## src/rtl/mips_pkg.sv

```systemverilog
// -----------------------------------------------------------------------------
// mips_pkg
// Shared definitions for the multicycle MIPS control unit: the FSM state
// encoding, the opcodes the controller understands, the encodings of the
// Alu_op / alu_src_b / pc_src selects, and the bundle of control signals that
// the state decoder produces.
// No ports (package).
// -----------------------------------------------------------------------------
package mips_pkg;

  typedef enum logic [3:0] {
    S_FETCH    = 4'd0,
    S_DECODE   = 4'd1,
    S_MEMADR   = 4'd2,
    S_MEMRD    = 4'd3,
    S_MEMWB    = 4'd4,
    S_MEMWR    = 4'd5,
    S_RTYPE_EX = 4'd6,
    S_RTYPE_WB = 4'd7,
    S_BEQ_EX   = 4'd8,
    S_ADDI_EX  = 4'd9,
    S_ADDI_WB  = 4'd10,
    S_JUMP     = 4'd11
  } state_t;

  localparam logic [5:0] OP_LW    = 6'b100011;
  localparam logic [5:0] OP_SW    = 6'b101011;
  localparam logic [5:0] OP_RTYPE = 6'b000000;
  localparam logic [5:0] OP_BEQ   = 6'b000100;
  localparam logic [5:0] OP_ADDI  = 6'b001000;
  localparam logic [5:0] OP_J     = 6'b000010;

  localparam logic [1:0] ALUOP_ADD   = 2'b00;
  localparam logic [1:0] ALUOP_SUB   = 2'b01;
  localparam logic [1:0] ALUOP_FUNCT = 2'b10;

  localparam logic [1:0] SRCB_B      = 2'b00;
  localparam logic [1:0] SRCB_FOUR   = 2'b01;
  localparam logic [1:0] SRCB_IMM    = 2'b10;
  localparam logic [1:0] SRCB_IMM_SH = 2'b11;

  localparam logic [1:0] PCSRC_ALU    = 2'b00;
  localparam logic [1:0] PCSRC_ALUOUT = 2'b01;
  localparam logic [1:0] PCSRC_JUMP   = 2'b10;

  // Control bundle decoded purely from the state. pc_write and ir_write here
  // are the "intent" of the state; the top qualifies the FETCH ones with
  // mem_ready.
  typedef struct packed {
    logic       pc_write;
    logic       branch;
    logic       iord;
    logic       mem_read;
    logic       mem_write;
    logic       ir_write;
    logic       reg_write;
    logic       reg_dst;
    logic       mem_to_reg;
    logic       alu_src_a;
    logic [1:0] alu_src_b;
    logic [1:0] pc_src;
    logic [1:0] alu_op;
  } ctrl_t;

  // True for every opcode that has its own execution path out of DECODE.
  function automatic logic is_legal_op(input logic [5:0] opcode);
    case (opcode)
      OP_LW, OP_SW, OP_RTYPE, OP_BEQ, OP_ADDI, OP_J: is_legal_op = 1'b1;
      default:                                       is_legal_op = 1'b0;
    endcase
  endfunction

endpackage

```

## src/rtl/mips_mc_ctrl_decode.sv

```systemverilog
// -----------------------------------------------------------------------------
// mips_mc_ctrl_decode
// Pure state -> control-signal decoder for the multicycle MIPS controller.
// Ports:
//   i_state : current FSM state
//   o_ctrl  : control bundle for that state (unlisted signals are 0)
// -----------------------------------------------------------------------------
module mips_mc_ctrl_decode
  import mips_pkg::*;
(
  input  state_t i_state,
  output ctrl_t  o_ctrl
);

  // Each state only raises the signals it needs; everything else stays 0,
  // including for corrupt encodings.
  always_comb begin
    o_ctrl = '0;
    case (i_state)
      S_FETCH: begin
        o_ctrl.mem_read  = 1'b1;
        o_ctrl.ir_write  = 1'b1;
        o_ctrl.pc_write  = 1'b1;
        o_ctrl.alu_src_b = SRCB_FOUR;
        o_ctrl.alu_op    = ALUOP_ADD;
        o_ctrl.pc_src    = PCSRC_ALU;
      end
      S_DECODE: begin
        o_ctrl.alu_src_b = SRCB_IMM_SH;
        o_ctrl.alu_op    = ALUOP_ADD;
      end
      S_MEMADR, S_ADDI_EX: begin
        o_ctrl.alu_src_a = 1'b1;
        o_ctrl.alu_src_b = SRCB_IMM;
        o_ctrl.alu_op    = ALUOP_ADD;
      end
      S_MEMRD: begin
        o_ctrl.mem_read = 1'b1;
        o_ctrl.iord     = 1'b1;
      end
      S_MEMWB: begin
        o_ctrl.reg_write  = 1'b1;
        o_ctrl.mem_to_reg = 1'b1;
      end
      S_MEMWR: begin
        o_ctrl.mem_write = 1'b1;
        o_ctrl.iord      = 1'b1;
      end
      S_RTYPE_EX: begin
        o_ctrl.alu_src_a = 1'b1;
        o_ctrl.alu_src_b = SRCB_B;
        o_ctrl.alu_op    = ALUOP_FUNCT;
      end
      S_RTYPE_WB: begin
        o_ctrl.reg_write = 1'b1;
        o_ctrl.reg_dst   = 1'b1;
      end
      S_BEQ_EX: begin
        o_ctrl.alu_src_a = 1'b1;
        o_ctrl.alu_src_b = SRCB_B;
        o_ctrl.alu_op    = ALUOP_SUB;
        o_ctrl.branch    = 1'b1;
        o_ctrl.pc_src    = PCSRC_ALUOUT;
      end
      S_ADDI_WB: begin
        o_ctrl.reg_write = 1'b1;
      end
      S_JUMP: begin
        o_ctrl.pc_write = 1'b1;
        o_ctrl.pc_src   = PCSRC_JUMP;
      end
      default: o_ctrl = '0;
    endcase
  end

endmodule

```

## src/rtl/mips_mc_ctrl.sv

```systemverilog
// -----------------------------------------------------------------------------
// mips_mc_ctrl
// Multicycle MIPS main controller: state register, next-state logic and
// output qualification around the state decoder.
// Ports:
//   clk, reset          : clock, synchronous active-high reset
//   op                  : IR[31:26]
//   mem_ready           : memory access completes this cycle
//   pc_write, branch    : PC update (unconditional / beq-qualified)
//   iord                : memory address select (0 PC, 1 ALUOut)
//   mem_read, mem_write : memory strobes
//   ir_write            : instruction register load
//   reg_write, reg_dst, mem_to_reg : register file write controls
//   alu_src_a, alu_src_b: ALU operand selects
//   pc_src              : PC source select
//   Alu_op              : to the ALU control decoder
//   illegal_op          : one-cycle pulse on an unsupported opcode
// -----------------------------------------------------------------------------
module mips_mc_ctrl
  import mips_pkg::*;
(
  input  logic       clk,
  input  logic       reset,
  input  logic [5:0] op,
  input  logic       mem_ready,
  output logic       pc_write,
  output logic       branch,
  output logic       iord,
  output logic       mem_read,
  output logic       mem_write,
  output logic       ir_write,
  output logic       reg_write,
  output logic       reg_dst,
  output logic       mem_to_reg,
  output logic       alu_src_a,
  output logic [1:0] alu_src_b,
  output logic [1:0] pc_src,
  output logic [1:0] Alu_op,
  output logic       illegal_op
);

  state_t r_state;
  state_t w_next_state;
  ctrl_t  w_ctrl;
  logic   w_in_fetch;
  logic   w_in_decode;

  assign w_in_fetch  = (r_state == S_FETCH);
  assign w_in_decode = (r_state == S_DECODE);

  always_ff @(posedge clk) begin
    if (reset) r_state <= S_FETCH;
    else       r_state <= w_next_state;
  end

  // Memory-facing states wait on mem_ready; MEMADR picks read vs write from
  // the opcode still held in IR. Corrupt encodings recover to FETCH.
  always_comb begin
    w_next_state = S_FETCH;
    case (r_state)
      S_FETCH:  w_next_state = mem_ready ? S_DECODE : S_FETCH;
      S_DECODE: begin
        case (op)
          OP_LW, OP_SW: w_next_state = S_MEMADR;
          OP_RTYPE:     w_next_state = S_RTYPE_EX;
          OP_BEQ:       w_next_state = S_BEQ_EX;
          OP_ADDI:      w_next_state = S_ADDI_EX;
          OP_J:         w_next_state = S_JUMP;
          default:      w_next_state = S_FETCH;
        endcase
      end
      S_MEMADR:   w_next_state = (op == OP_LW) ? S_MEMRD : S_MEMWR;
      S_MEMRD:    w_next_state = mem_ready ? S_MEMWB : S_MEMRD;
      S_MEMWB:    w_next_state = S_FETCH;
      S_MEMWR:    w_next_state = mem_ready ? S_FETCH : S_MEMWR;
      S_RTYPE_EX: w_next_state = S_RTYPE_WB;
      S_RTYPE_WB: w_next_state = S_FETCH;
      S_BEQ_EX:   w_next_state = S_FETCH;
      S_ADDI_EX:  w_next_state = S_ADDI_WB;
      S_ADDI_WB:  w_next_state = S_FETCH;
      S_JUMP:     w_next_state = S_FETCH;
      default:    w_next_state = S_FETCH;
    endcase
  end

  mips_mc_ctrl_decode u_decode (
    .i_state (r_state),
    .o_ctrl  (w_ctrl)
  );

  // Outputs are silenced while reset is held. The FETCH PC/IR loads only fire
  // on the cycle the instruction word actually arrives, and illegal_op flags
  // an unknown opcode during the single DECODE cycle.
  always_comb begin
    pc_write   = 1'b0;
    branch     = 1'b0;
    iord       = 1'b0;
    mem_read   = 1'b0;
    mem_write  = 1'b0;
    ir_write   = 1'b0;
    reg_write  = 1'b0;
    reg_dst    = 1'b0;
    mem_to_reg = 1'b0;
    alu_src_a  = 1'b0;
    alu_src_b  = 2'b00;
    pc_src     = 2'b00;
    Alu_op     = 2'b00;
    illegal_op = 1'b0;
    if (!reset) begin
      pc_write   = w_ctrl.pc_write & (~w_in_fetch | mem_ready);
      branch     = w_ctrl.branch;
      iord       = w_ctrl.iord;
      mem_read   = w_ctrl.mem_read;
      mem_write  = w_ctrl.mem_write;
      ir_write   = w_ctrl.ir_write & mem_ready;
      reg_write  = w_ctrl.reg_write;
      reg_dst    = w_ctrl.reg_dst;
      mem_to_reg = w_ctrl.mem_to_reg;
      alu_src_a  = w_ctrl.alu_src_a;
      alu_src_b  = w_ctrl.alu_src_b;
      pc_src     = w_ctrl.pc_src;
      Alu_op     = w_ctrl.alu_op;
      illegal_op = w_in_decode & ~is_legal_op(op);
    end
  end

endmodule

```

## config.mk

```make
export PLATFORM = sky130hd
export DESIGN_NAME = mips_mc_ctrl
export DESIGN_NICKNAME = d
export VERILOG_FILES = /design/src/rtl/mips_pkg.sv /design/src/rtl/mips_mc_ctrl_decode.sv /design/src/rtl/mips_mc_ctrl.sv
export SDC_FILE = /design/constraint.sdc
export NUM_CORES = 1
export LEC_CHECK = 0
export ABC_AREA = 1
export ABC_CLOCK_PERIOD_IN_PS = 1200
export CAP_MARGIN = 10
export CORE_UTILIZATION = 34
export DETAILED_ROUTE_END_ITERATION = 10
export GPL_TIMING_DRIVEN = 0
export PLACE_DENSITY = 0.83
export SLEW_MARGIN = 5
export SYNTH_ARGS = -nofsm -noshare
export SYNTH_HDL_FRONTEND = slang
export SYNTH_SLANG_ARGS = --single-unit
```

## constraint.sdc

```tcl
create_clock -name clk -period 1.2 [get_ports clk]
set_clock_uncertainty 0.1 [all_clocks]
set_input_delay 0.3 -clock clk [delete_from_list [all_inputs] [get_ports clk]]
set_output_delay 0.3 -clock clk [all_outputs]
set_load 0.02 [all_outputs]
```

==> results of run 1 <==
-- cells in the mapped netlist --
library cell  number  area (µm²)
inv_2              1        3.75
o21ai_1            1        5.00
a21oi_1            2        10.0
nand4_1            2        12.5
clkbuf_1           1        3.75
nor3_1             5        25.0
dfxtp_1            4        80.1
nand3_1           11        55.1
a31oi_1            1        6.26
nand2_1           20        75.1
nor2_4             1        11.3
nor4_1             1        6.26
inv_1             12        45.0
nand2_2            1        6.26
o221a_2            1        11.3
o22ai_1            1        6.26
o31ai_1            1        7.51
buf_4              1        7.51
nor2_1            30         113
nor2_2             1        6.26
nand3b_1           1        7.51
-- cell families after synthesis --
group | share of synthesized area (%)
flip-flops | 15.9
AND/OR/NAND/NOR | 63.0
buffers and inverters | 11.9
AO/OA/AOI/OAI | 9.18
-- what timing repair did --
action | in CTS
setup buffers | 17
setup endpoints to repair | 21
hold buffers | 0
pin swaps | 21
resized for setup | 149
hold endpoints to repair | 0
-- stage by stage --
| stage | hold slack [ns] | setup WS (ns) | setup TNS [ns] | utilization, % | area, µm² |
|---|---|---|---|---|---|
| CTS | 0.456 | -0.467 | -6.97 | 95.0 | 1270 |
| detailed placement | 0.425 | -1.32 | -22.35 | 73.6 | 982 |
| global placement | 0.416 | -1.30 | -22.19 | 73.6 | 982 |
| floorplan | 0.400 | -0.206 | -1.76 | - | 713 |
==> summary.txt, run 1 <==
STA
  • Worst EP kind: top-level output
  • Worst setup endpoint after the global-route repair_timing: mem_read

Run status
  • Exit stage: 5_1_grt
  • Outcome: stopped before the end
  • Err: [ERROR DPL-0038] Utilization greater than 100%, impossible to legalize

Synth
  • Synth Cell Area: 504 µm²
  • Mapped Cells: 99
  • Synth Warn #: 0
  • Sequential-to-total area share from yosys stat: 15.9%
  • Post-Synthesis Net Count: 108
  • Register bit total from synthesis: 4
  • Synthesized area per cell: 5.09 µm²
  • Distinct cell type count after synthesis: 21

Clock tree
  • CTS max path bufs: 2
  • Sink Count: 4
  • Root buf cell: clkbuf_4
  • CTS H-tree depth: 1
  • Total CTS buffers: 3

Die
  • Die Y: 40.5 µm
  • Total I/O pin count: 26
  • Die Span X: 40.5 µm
  • Row cnt: 13
  • Initial core utilization: 37.8%

Placement
  • Placed Instances: 139
  • DP HPWL: 1290 µm
  • Gpl congestion: 0.845
  • Port bufs: 25

Global routing
  • Largest net degree at the start of global routing: 11
==> run 2, diff against run 1 <==
--- a/config.mk
+++ b/config.mk
@@ -6,12 +6,13 @@
 export NUM_CORES = 1
 export LEC_CHECK = 0
 export ABC_AREA = 1
-export ABC_CLOCK_PERIOD_IN_PS = 1200
+export ABC_CLOCK_PERIOD_IN_PS = 1600
 export CAP_MARGIN = 10
-export CORE_UTILIZATION = 34
+export CORE_AREA = 2 2 63 65
 export DETAILED_ROUTE_END_ITERATION = 10
+export DIE_AREA = 0 0 65 67
 export GPL_TIMING_DRIVEN = 0
-export PLACE_DENSITY = 0.83
+export PLACE_DENSITY_LB_ADDON = 0.15
 export SLEW_MARGIN = 5
 export SYNTH_ARGS = -nofsm -noshare
 export SYNTH_HDL_FRONTEND = slang
==> constraint.sdc (replaced) <==
create_clock -name clk -period 1.6 [get_ports clk]
set_clock_uncertainty 0.1 [all_clocks]
set_input_delay 0.4 -clock clk [delete_from_list [all_inputs] [get_ports clk]]
set_output_delay 0.4 -clock clk [all_outputs]
set_load 0.02 [all_outputs]
==> run 2 against run 1 <==
Net effect: the flow now finishes, with violations (negative setup slack); synthesized cell count stayed put; synthesized area stayed put.
==> summary.txt, run 2 <==
Layout
  • Largest Register: r_state
  • Ant diodes: 0
  • Commonest non-fill, non-tap cell in the layout: buf_4
  • Post-Layout Inst Area: 0.00122 mm²
  • Fin util: 33.8%
  • # nets final: 161
  • Post-Layout Cell Count: 198
  • Most frequent cells in the layout: 32 x buf_4, 19 x nor2_1, 11 x nand2_1, 9 x nor2_4, 9 x nand3_1
  • Biggest regs: r_state (4)
  • Sequential cell area: 95.1 µm²
  • Multi-input combinational cell area: 559 µm²
  • Area grow syn2layout: 142%
  • Largest register FFs: 4
  • Share of layout cells above drive strength 1: 62.7%
  • Filler cell count: 415

Worst setup path
  • Buffers and inverters on the worst path: 2
  • R2R Path End: r_state[0]$_SDFF_PP0_
  • CP startpoint kind: register
  • Reg-to-reg setup timing slack: 0 ns
  • Worst path required time: 1.10 ns
  • Worst path max stage delay: 0.40 ns
  • Crit path depth: 5
  • Critical-path maximum fanout: 5
  • R2R depth: 10
  • RR Startpoint: r_state[1]$_SDFF_PP0_
  • Critical-path cell list: inv_8, nor2_4, nand2_4, o31ai_2, buf_4
  • Endpoint class of the critical path: output pin
  • CP arrival: 1.27 ns
  • Critical-path top delay cell: dfxtp_4
  • WS Path Type: reg2out
  • Crit path max-delay family: flip-flops

Detailed routing
  • Final wirelength: 2140 µm
  • Via density: 4.18
  • Wire per inst: 10.8 µm
  • # DRC: 0
  • TritonRoute pass-1 iters: 4
  • Via count: 827
  • DRT iter0 DRCs: 15
  • Final ANT Viol Nets: 0

Global routing
  • Vias in the first global route: 773
  • First-pass GRT wire length: 3260 µm
  • Overall global routing resource usage: 9.72%
  • Largest net degree at the start of global routing: 9
  • Antenna violations before repair: 0
  • Congestion Overflow GR: 0

Job
  • Max-cap violations: 0

Synth
  • Ys flop type: dfxtp_1
  • Register bit total from synthesis: 4 (unchanged)
  • Asr flop ratio synth: 0% (unchanged)
  • Sequential-to-total area share from yosys stat: 15.9% (unchanged)
  • Synth Cell Area: 504 µm² (unchanged)
  • Top-count cell post-synth: nor2_1
  • Leading area contributor after synthesis: nor2_1
  • Post-Synthesis Net Count: 108 (unchanged)
  • Area share of the largest cell type after synthesis: 22.3% (unchanged)
  • Distinct cell type count after synthesis: 21 (unchanged)
  • Top cells by area, synth: nor2_1 22%, dfxtp_1 16%, nand2_1 15%
  • Synthesized area per cell: 5.09 µm² (unchanged)
  • Number of flops mapped to enable cells by yosys: 0 (unchanged)
  • Mapped Cells: 99 (unchanged)
  • Top cells by count, synth: 30 x nor2_1, 20 x nand2_1, 12 x inv_1
  • Synth Warn #: 0 (unchanged)

Run status
  • Failing checks: negative setup slack
  • Outcome: complete, but fails checks

Placement
  • Pre-CTS WS: -1.03 ns (+0.290 ns)
  • Placed Instances: 172 (+24%)
  • Port bufs: 25 (unchanged)
  • Gpl congestion: 0.792 (-6.3%)
  • Placed standard-cell area: 855 µm² (-13%)
  • DP HPWL: 1480 µm (+15%)

Worst hold path
  • Hold Path Class: reg2reg
  • Hold_sp: r_state[3]$_SDFF_PP0_
  • Hold worst-path end: r_state[3]$_SDFF_PP0_
  • Hold path cells: 2

STA
  • Final Setup Violations: 15
  • Tmin final: 1.77 ns
  • Final Hold Viols: 0
  • Slew margin rel.: 85.4%
  • Setup ws final: -0.166 ns
  • Worst Tran Pin Value: 0.217 ns
  • Final setup TNS: -1.46 ns
  • Peak Freq: 0.566 GHz
  • Period utilization: 110%
  • Slew Viols, Final: 0
  • Hold slack final: 0.457 ns
  • RSZ-0062 raised after global routing: yes

Clock tree
  • CTS H-tree depth: 1 (unchanged)
  • CTS max path bufs: 2 (unchanged)
  • Sink Count: 4 (unchanged)
  • CTS Hold Bufs: 0 (unchanged)
  • Clk Latency, worst-skew pair: 0.21 ns
  • Root buf cell: clkbuf_8
  • Total CTS buffers: 3 (unchanged)
  • CTS tree: yes
  • Clk pin slew, worst setup/hold paths: 0.03 ns

Pwr
  • VDD IR-drop max: 193 µV
  • Static Leak: 0.586 nW
  • Pwr Density: 375 mW/mm²
  • Power consumption: 457 µW

Die
  • Total I/O pin count: 26 (unchanged)
  • Die Span X: 65 µm (+60%)
  • Core Region: 0.00361 mm²
  • Die ar.: 0.00436 mm²
  • Initial core utilization: 14.0% (-24 points)
  • Die Y: 67 µm (+65%)
  • Row cnt: 22 (+9)
-- run 2: cell counts after synthesis --
No cell type changed its count.
-- run 2: how the worst max path moves through the flow --
stage | startpoint | endpoint | slack (ns)
floorplan | r_state[0]$_SDFF_PP0_ | reg_write | -0.10
global placement | reset | reg_write | -1.05
detailed placement | reset | reg_write | -1.03
CTS | r_state[3]$_SDFF_PP0_ | illegal_op | -0.18
global route | r_state[3]$_SDFF_PP0_ | reg_write | -0.23
finish | r_state[3]$_SDFF_PP0_ | reg_write | -0.17
-- run 2: cell families (layout without fill, tap and decap cells) --
| logic type | after synthesis | after routing | share of synthesized area (%) |
|---|---|---|---|
| AOI/OAI and AO/OA | 7 | 7 | 9.18 |
| buffers and inverters | 15 | 66 | 11.9 |
| DFF | 4 | 4 | 15.9 |
| and+or+nand+nor | 73 | 73 | 63.0 |
-- run 2: worst register-to-register path: cells and delay by family (launching register included) --
family | cells | cell delay [ns]
compound gates | 1 | 0.12
buf+inv | 6 | 0.73
flops | 1 | 0.36
simple gates | 3 | 0.24
-- run 2: timing repair --
item / in CTS / in global routing
buffers inserted: 19 / 4
setup endpoints to repair: 17 / 18
resized for setup: 146 / 30
pin swaps: 14 / 14
-- run 2: area by class of cell --
cell class	count	area share, %
Clock buffer	3	3.38
Sequential cell	4	7.79
Timing Repair Buffer	48	30.8
Inverter	13	5.44
Multi-Input combinational cell	80	45.8
Buffer	2	1.85
Tap cell	48	4.92
-- run 2: metal layers --
layer / GRT usage (%) / wire length (µm)
met2: 18.4 / 1110
met5: 0 / 0
met4: 3.19 / 48
met1: 9.66 / 851
met3: 3.72 / 135
-- run 2: report_power, final --
part	leakage [nW]	internal, mW	switching, mW
registers	0.0355	0.0978	0.00669
logic	0.529	0.0646	0.0810
clock network	0.0216	0.160	0.0475
No activity file was read; power rests on OpenSTA's default activity.
